--- src/rtl/uart_tx_stim.sv ---
// uart_tx_stim: 8N1 UART transmitter with a small byte FIFO.
//
// Turns a host-side byte stream into serial frames on the SoC UART receive
// pin. Bytes are queued through a FIFO, so a sequencer can write characters
// back-to-back while the serialiser drains them at CLKS_PER_BIT cycles per bit.
//
// Ports:
//   HCLK     system clock, rising edge
//   HRESETn  asynchronous active-low reset
//   wdata    byte to queue
//   wr       write strobe, one byte per cycle while high
//   full     FIFO holds FIFO_DEPTH entries (registered)
//   empty    FIFO holds no entries (registered)
//   busy     frame in progress or FIFO non-empty (registered)
//   ovf      sticky overflow flag, set when a write is dropped
//   tx       serial line, idles high, driven from a register
module uart_tx_stim #(
  parameter int CLKS_PER_BIT = 16,
  parameter int FIFO_DEPTH   = 4,
  parameter int FIFO_AW      = 2
) (
  input  logic       HCLK,
  input  logic       HRESETn,
  input  logic [7:0] wdata,
  input  logic       wr,
  output logic       full,
  output logic       empty,
  output logic       busy,
  output logic       ovf,
  output logic       tx
);

  localparam int DIV_W = (CLKS_PER_BIT > 2) ? $clog2(CLKS_PER_BIT) : 1;
  localparam logic [DIV_W-1:0]   DIV_LAST = DIV_W'(CLKS_PER_BIT - 1);
  localparam logic [FIFO_AW:0]   CNT_FULL = (FIFO_AW + 1)'(FIFO_DEPTH);

  typedef enum logic [1:0] {IDLE, START, DATA, STOP} state_t;

  state_t             state, state_nxt;
  logic [7:0]         mem [FIFO_DEPTH];
  logic [FIFO_AW-1:0] wptr, rptr;
  logic [FIFO_AW:0]   count, count_nxt;
  logic [DIV_W-1:0]   div, div_nxt;
  logic [2:0]         bit_idx, bit_idx_nxt;
  logic [7:0]         shift, shift_nxt;
  logic               tx_nxt;
  logic               push, pop, wrap;

  // A write is taken only when the registered full flag is clear; a write
  // that coincides with a pop while full is still dropped.
  assign push = wr & ~full;
  assign wrap = (div == DIV_LAST);

  // FIFO storage: data only, no reset needed.
  always_ff @(posedge HCLK) begin
    if (push) begin
      mem[wptr] <= wdata;
    end
  end

  always_comb begin
    count_nxt = count;
    case ({push, pop})
      2'b10:   count_nxt = count + 1'b1;
      2'b01:   count_nxt = count - 1'b1;
      default: count_nxt = count;
    endcase
  end

  // Serialiser next-state logic.
  always_comb begin
    state_nxt   = state;
    div_nxt     = div;
    bit_idx_nxt = bit_idx;
    shift_nxt   = shift;
    pop         = 1'b0;
    case (state)
      IDLE: begin
        div_nxt = '0;
        if (!empty) begin
          pop       = 1'b1;
          shift_nxt = mem[rptr];
          state_nxt = START;
        end
      end
      START: begin
        if (wrap) begin
          div_nxt     = '0;
          bit_idx_nxt = 3'd0;
          state_nxt   = DATA;
        end else begin
          div_nxt = div + 1'b1;
        end
      end
      DATA: begin
        if (wrap) begin
          div_nxt   = '0;
          shift_nxt = {1'b0, shift[7:1]};
          if (bit_idx == 3'd7) begin
            state_nxt = STOP;
          end else begin
            bit_idx_nxt = bit_idx + 3'd1;
          end
        end else begin
          div_nxt = div + 1'b1;
        end
      end
      STOP: begin
        if (wrap) begin
          div_nxt = '0;
          // Chain straight into the next start bit when more data is queued.
          if (!empty) begin
            pop       = 1'b1;
            shift_nxt = mem[rptr];
            state_nxt = START;
          end else begin
            state_nxt = IDLE;
          end
        end else begin
          div_nxt = div + 1'b1;
        end
      end
      default: state_nxt = IDLE;
    endcase
  end

  // tx and busy are registered from the current state, so the line trails
  // the state register by one cycle: pop at N+1, start bit visible at N+2.
  always_comb begin
    tx_nxt = 1'b1;
    case (state)
      IDLE:    tx_nxt = 1'b1;
      START:   tx_nxt = 1'b0;
      DATA:    tx_nxt = shift[0];
      STOP:    tx_nxt = 1'b1;
      default: tx_nxt = 1'b1;
    endcase
  end

  always_ff @(posedge HCLK or negedge HRESETn) begin
    if (!HRESETn) begin
      state   <= IDLE;
      div     <= '0;
      bit_idx <= 3'd0;
      shift   <= 8'h00;
      wptr    <= '0;
      rptr    <= '0;
      count   <= '0;
      full    <= 1'b0;
      empty   <= 1'b1;
      busy    <= 1'b0;
      ovf     <= 1'b0;
      tx      <= 1'b1;
    end else begin
      state   <= state_nxt;
      div     <= div_nxt;
      bit_idx <= bit_idx_nxt;
      shift   <= shift_nxt;
      count   <= count_nxt;
      full    <= (count_nxt == CNT_FULL);
      empty   <= (count_nxt == '0);
      busy    <= (state != IDLE) | ~empty;
      tx      <= tx_nxt;
      if (push) begin
        wptr <= wptr + 1'b1;
      end
      if (pop) begin
        rptr <= rptr + 1'b1;
      end
      if (wr && full) begin
        ovf <= 1'b1;
      end
    end
  end

endmodule

--- config.mk ---
export PLATFORM = sky130hd
export DESIGN_NAME = uart_tx_stim
export DESIGN_NICKNAME = d
export VERILOG_FILES = /design/src/rtl/uart_tx_stim.sv
export SDC_FILE = /design/constraint.sdc
export NUM_CORES = 1
export LEC_CHECK = 0
export ABC_CLOCK_PERIOD_IN_PS = 3200
export BUFFER_PORTS_ARGS = -buffer_cell sky130_fd_sc_hd__buf_2
export CORE_UTILIZATION = 27
export CTS_BUF_LIST = sky130_fd_sc_hd__clkbuf_8
export DETAILED_ROUTE_END_ITERATION = 6
export PLACE_DENSITY = 0.41
export SETUP_SLACK_MARGIN = 0.15
export SLEW_MARGIN = 30
export SYNTH_ARGS = -nofsm -noshare
export SYNTH_HDL_FRONTEND = slang
export SYNTH_SLANG_ARGS = --single-unit
--- constraint.sdc ---
create_clock -name HCLK -period 3.2 [get_ports HCLK]
set_input_delay 0 -clock HCLK [delete_from_list [all_inputs] [get_ports HCLK]]
set_output_delay 0 -clock HCLK [all_outputs]
set_load 0.01 [all_outputs]
==> flow_summary.yaml <==
timing:
  setup_viol_count_final: 0
  rsz0062_at_grt: "no"
  slew_violations: 0
  finClkSkew_ns: 0.005801
  finalHoldViolCount: 0
  worst_slew_pin_slew_ns: 0.9546
  relSlewSlack: 0.3636
  whs_ns: 0.2447
  fmax_ghz: 0.3867
  fin_crit_ns: 2.586
  fin_tns_setup_ns: 0
  fin_crit_sh: 0.8082
power:
  power-per-cell-area_nw_per_um2: 628.6
  ir_drop_mv: 0.3606
  p_leak_nw: 1.423
clock_network:
  cts_root_buffer: "clkbuf_8"
  clock-sinks: 61
  htreeDepth: 3
  clk_path_buf_depth: 2
  cts_setup_buffers: 0
  tritoncts: "yes"
  cts_buffers: 9
  clkTransAtPathRegs_ns: 0.07
  clk_latency_ns: 0.34
critical_path:
  rr_worst_depth: 10
  end_kind: "register"
  crit_type: "register to register"
  required_ns: 3.42
  rr_endpoint: "count[2]"
  arrival_ns: 2.80
  timing.rr.start: "state[0]"
  critPathLaunchType: "register"
  worstPathMaxFanout: 5
  r2r_slack_ns: 0.61
hold_path:
  hold_class: "input port to asynchronous set/reset pin"
layout:
  final.fill_count: 1015
  diodes: 0
  drive_above_1_share: 0.2121
  area_growth_pct: 19.23
  fin_area_um2: 3273
  nets: 251
drt:
  vias: 1567
  post_drt_via_cell_ratio: 4.305
  drcViolationCount: 0
  drt-total-wl_um: 4828
  ant_nets: 0
  wl_met1_um: 2338
  top_layer_used: "met4"
  drt_pass1_iterations: 4
  wl_met2_um: 2297
  dr_wl_met3_um: 121
  drt-wirelength-per-cell_um: 13.26
  drt_iter0_drc: 72
floorplan:
  die_y_um: 102.8
  die_x_um: 102.8
  core_um2: 9819
  std_cell_rows: 36
  ioPinCount: 16
  start_util: 0.2796
  die_area_um2: 10570
synthesis:
  syn-num-nets: 220
  synth_cell_types: 42
  synth_common_cells: "edfxtp_1 (32), dfrtp_1 (27), mux2i_1 (16), nand2_1 (16), ha_1 (13)"
  synthCells: 195
  syn_area_um2: 2745
  synth.top_cell.area_share: 0.3500
  synth.largest_area_cell: "edfxtp_1"
  yosys_most_used_dff: "edfxtp_1"
  synth_edf_count: 32
  yosysMostFrequentCell: "edfxtp_1"
  ys_warn_count: 0
  async_flop_share: 0.4754
  synth-seq-area-share: 0.6153
  synth_area_leaders: "edfxtp_1 (35%), dfrtp_1 (25%), ha_1 (5.9%), mux2i_1 (5.8%), mux2_4 (4.4%)"
  syn_avg_cell_area_um2: 14.08
  ys_ff_latch: 61
outcome:
  status: "finished, final reports clean"
grt:
  grt_antenna_before_repair: 0
  grt_pass1_wl_um: 8107
  grt_max_degree: 30
  grt_overflow: 0
  grt_usage: 0.1082
  first_global_vias: 1636
placement:
  portBuffers: 15
  place_congestion: 0.7324
  dp_hpwl_um: 3166
  place_area_um2: 2958
run:
  cap_violations: 0
==> cell type report <==
class,instances,area [um2],share of cell area
clock buffers,9,123.9,0.03784
clock inverters,7,91.34,0.02791
inverters,11,41.29,0.01261
multi-input cells,115,963.4,0.2943
flip-flops and latches,61,1689,0.5161
well taps,133,166.4,0.05084
repair buffers,28,197.7,0.06040
==> how the worst max path moves through the flow <==
stage	from	endpoint	slack [ns]	depth (start not counted)
floorplan	state[0]	count[2]	0.78	10
global placement	state[0]	count[2]	0.67	10
detailed placement	state[0]	count[2]	0.63	10
CTS	state[0]	count[2]	0.59	10
global route	state[1]	count[2]	0.48	10
finish	state[0]	count[2]	0.61	10
==> power by group <==
group          leakage [nW]  switching (W)  internal (W)
logic                 0.678       0.000181      0.000120
registers             0.642      0.0000470      0.000972
clock network         0.103       0.000304      0.000434
total                  1.42       0.000532       0.00153
==> what timing repair did <==
| item | in CTS | in global routing |
|---|---|---|
| hold buffers | 10 | 0 |
| gates resized for setup | 0 | 0 |
| hold endpoints to repair | 60 | 0 |
==> routing by layer <==
layer	vias up	track usage
li1	774	-
met1	772	0.1323
met2	15	0.1682
met3	6	0.03458
met4	0	0.06284
met5	-	0
==> kinds of logic after synthesis <==
family | Yosys count | share of synthesized area
AOI/OAI and AO/OA | 28 | 0.08159
xor gates and xnor gates | 6 | 0.01914
DFF | 61 | 0.6153
buffers and inverters | 19 | 0.03373
muxes | 25 | 0.1062
and+or+nand+nor | 42 | 0.07749
adders and majority gates | 14 | 0.06655
==> layout by cell type (no fill, tap or decap), types with 4 or more instances in the layout <==
| cell | instances |
|---|---|
| and2_1 | 5 |
| buf_2 | 15 |
| clkbuf_8 | 9 |
| dfrtp_1 | 27 |
| dlygate4sd3_1 | 10 |
| edfxtp_1 | 32 |
| ha_1 | 13 |
| inv_1 | 12 |
| mux2_4 | 8 |
| mux2i_1 | 16 |
| nand2_1 | 16 |
| nand3_1 | 4 |
| nor3_1 | 4 |
| o221ai_1 | 7 |
| xnor2_1 | 4 |
==> sequential cells by signal (all words and copies together), names as in the netlist <==
register	cells
wptr	2
busy	1
tx	1
div	4
bit_idx	3
ovf	1
shift	8
full	1
count	3
rptr	2
state	2
empty	1
mem	32
==> through the flow <==
step,power [W],setup WS (ns),util,std cells
after floorplan,0.001223,0.7771,-,195
after global placement,0.001333,0.6668,0.3012,338
after detailed placement,0.001333,0.6271,0.3012,338
after CTS,0.002089,0.5899,0.3333,364
after global routing,0.002180,0.4802,0.3333,364
final,0.002057,0.6139,0.3333,364
==> critical path, cell delays in order (launching register included) <==
cell and delay (ns):
dfrtp_1 0.40, inv_1 0.15, ha_1 0.28, nor2_1 0.13, and2_1 0.18, ha_1 0.19
inv_1 0.06, fa_1 0.40, xor2_1 0.18, o21a_1 0.19, or2_2 0.29
No activity file was read; power rests on OpenSTA's default activity.
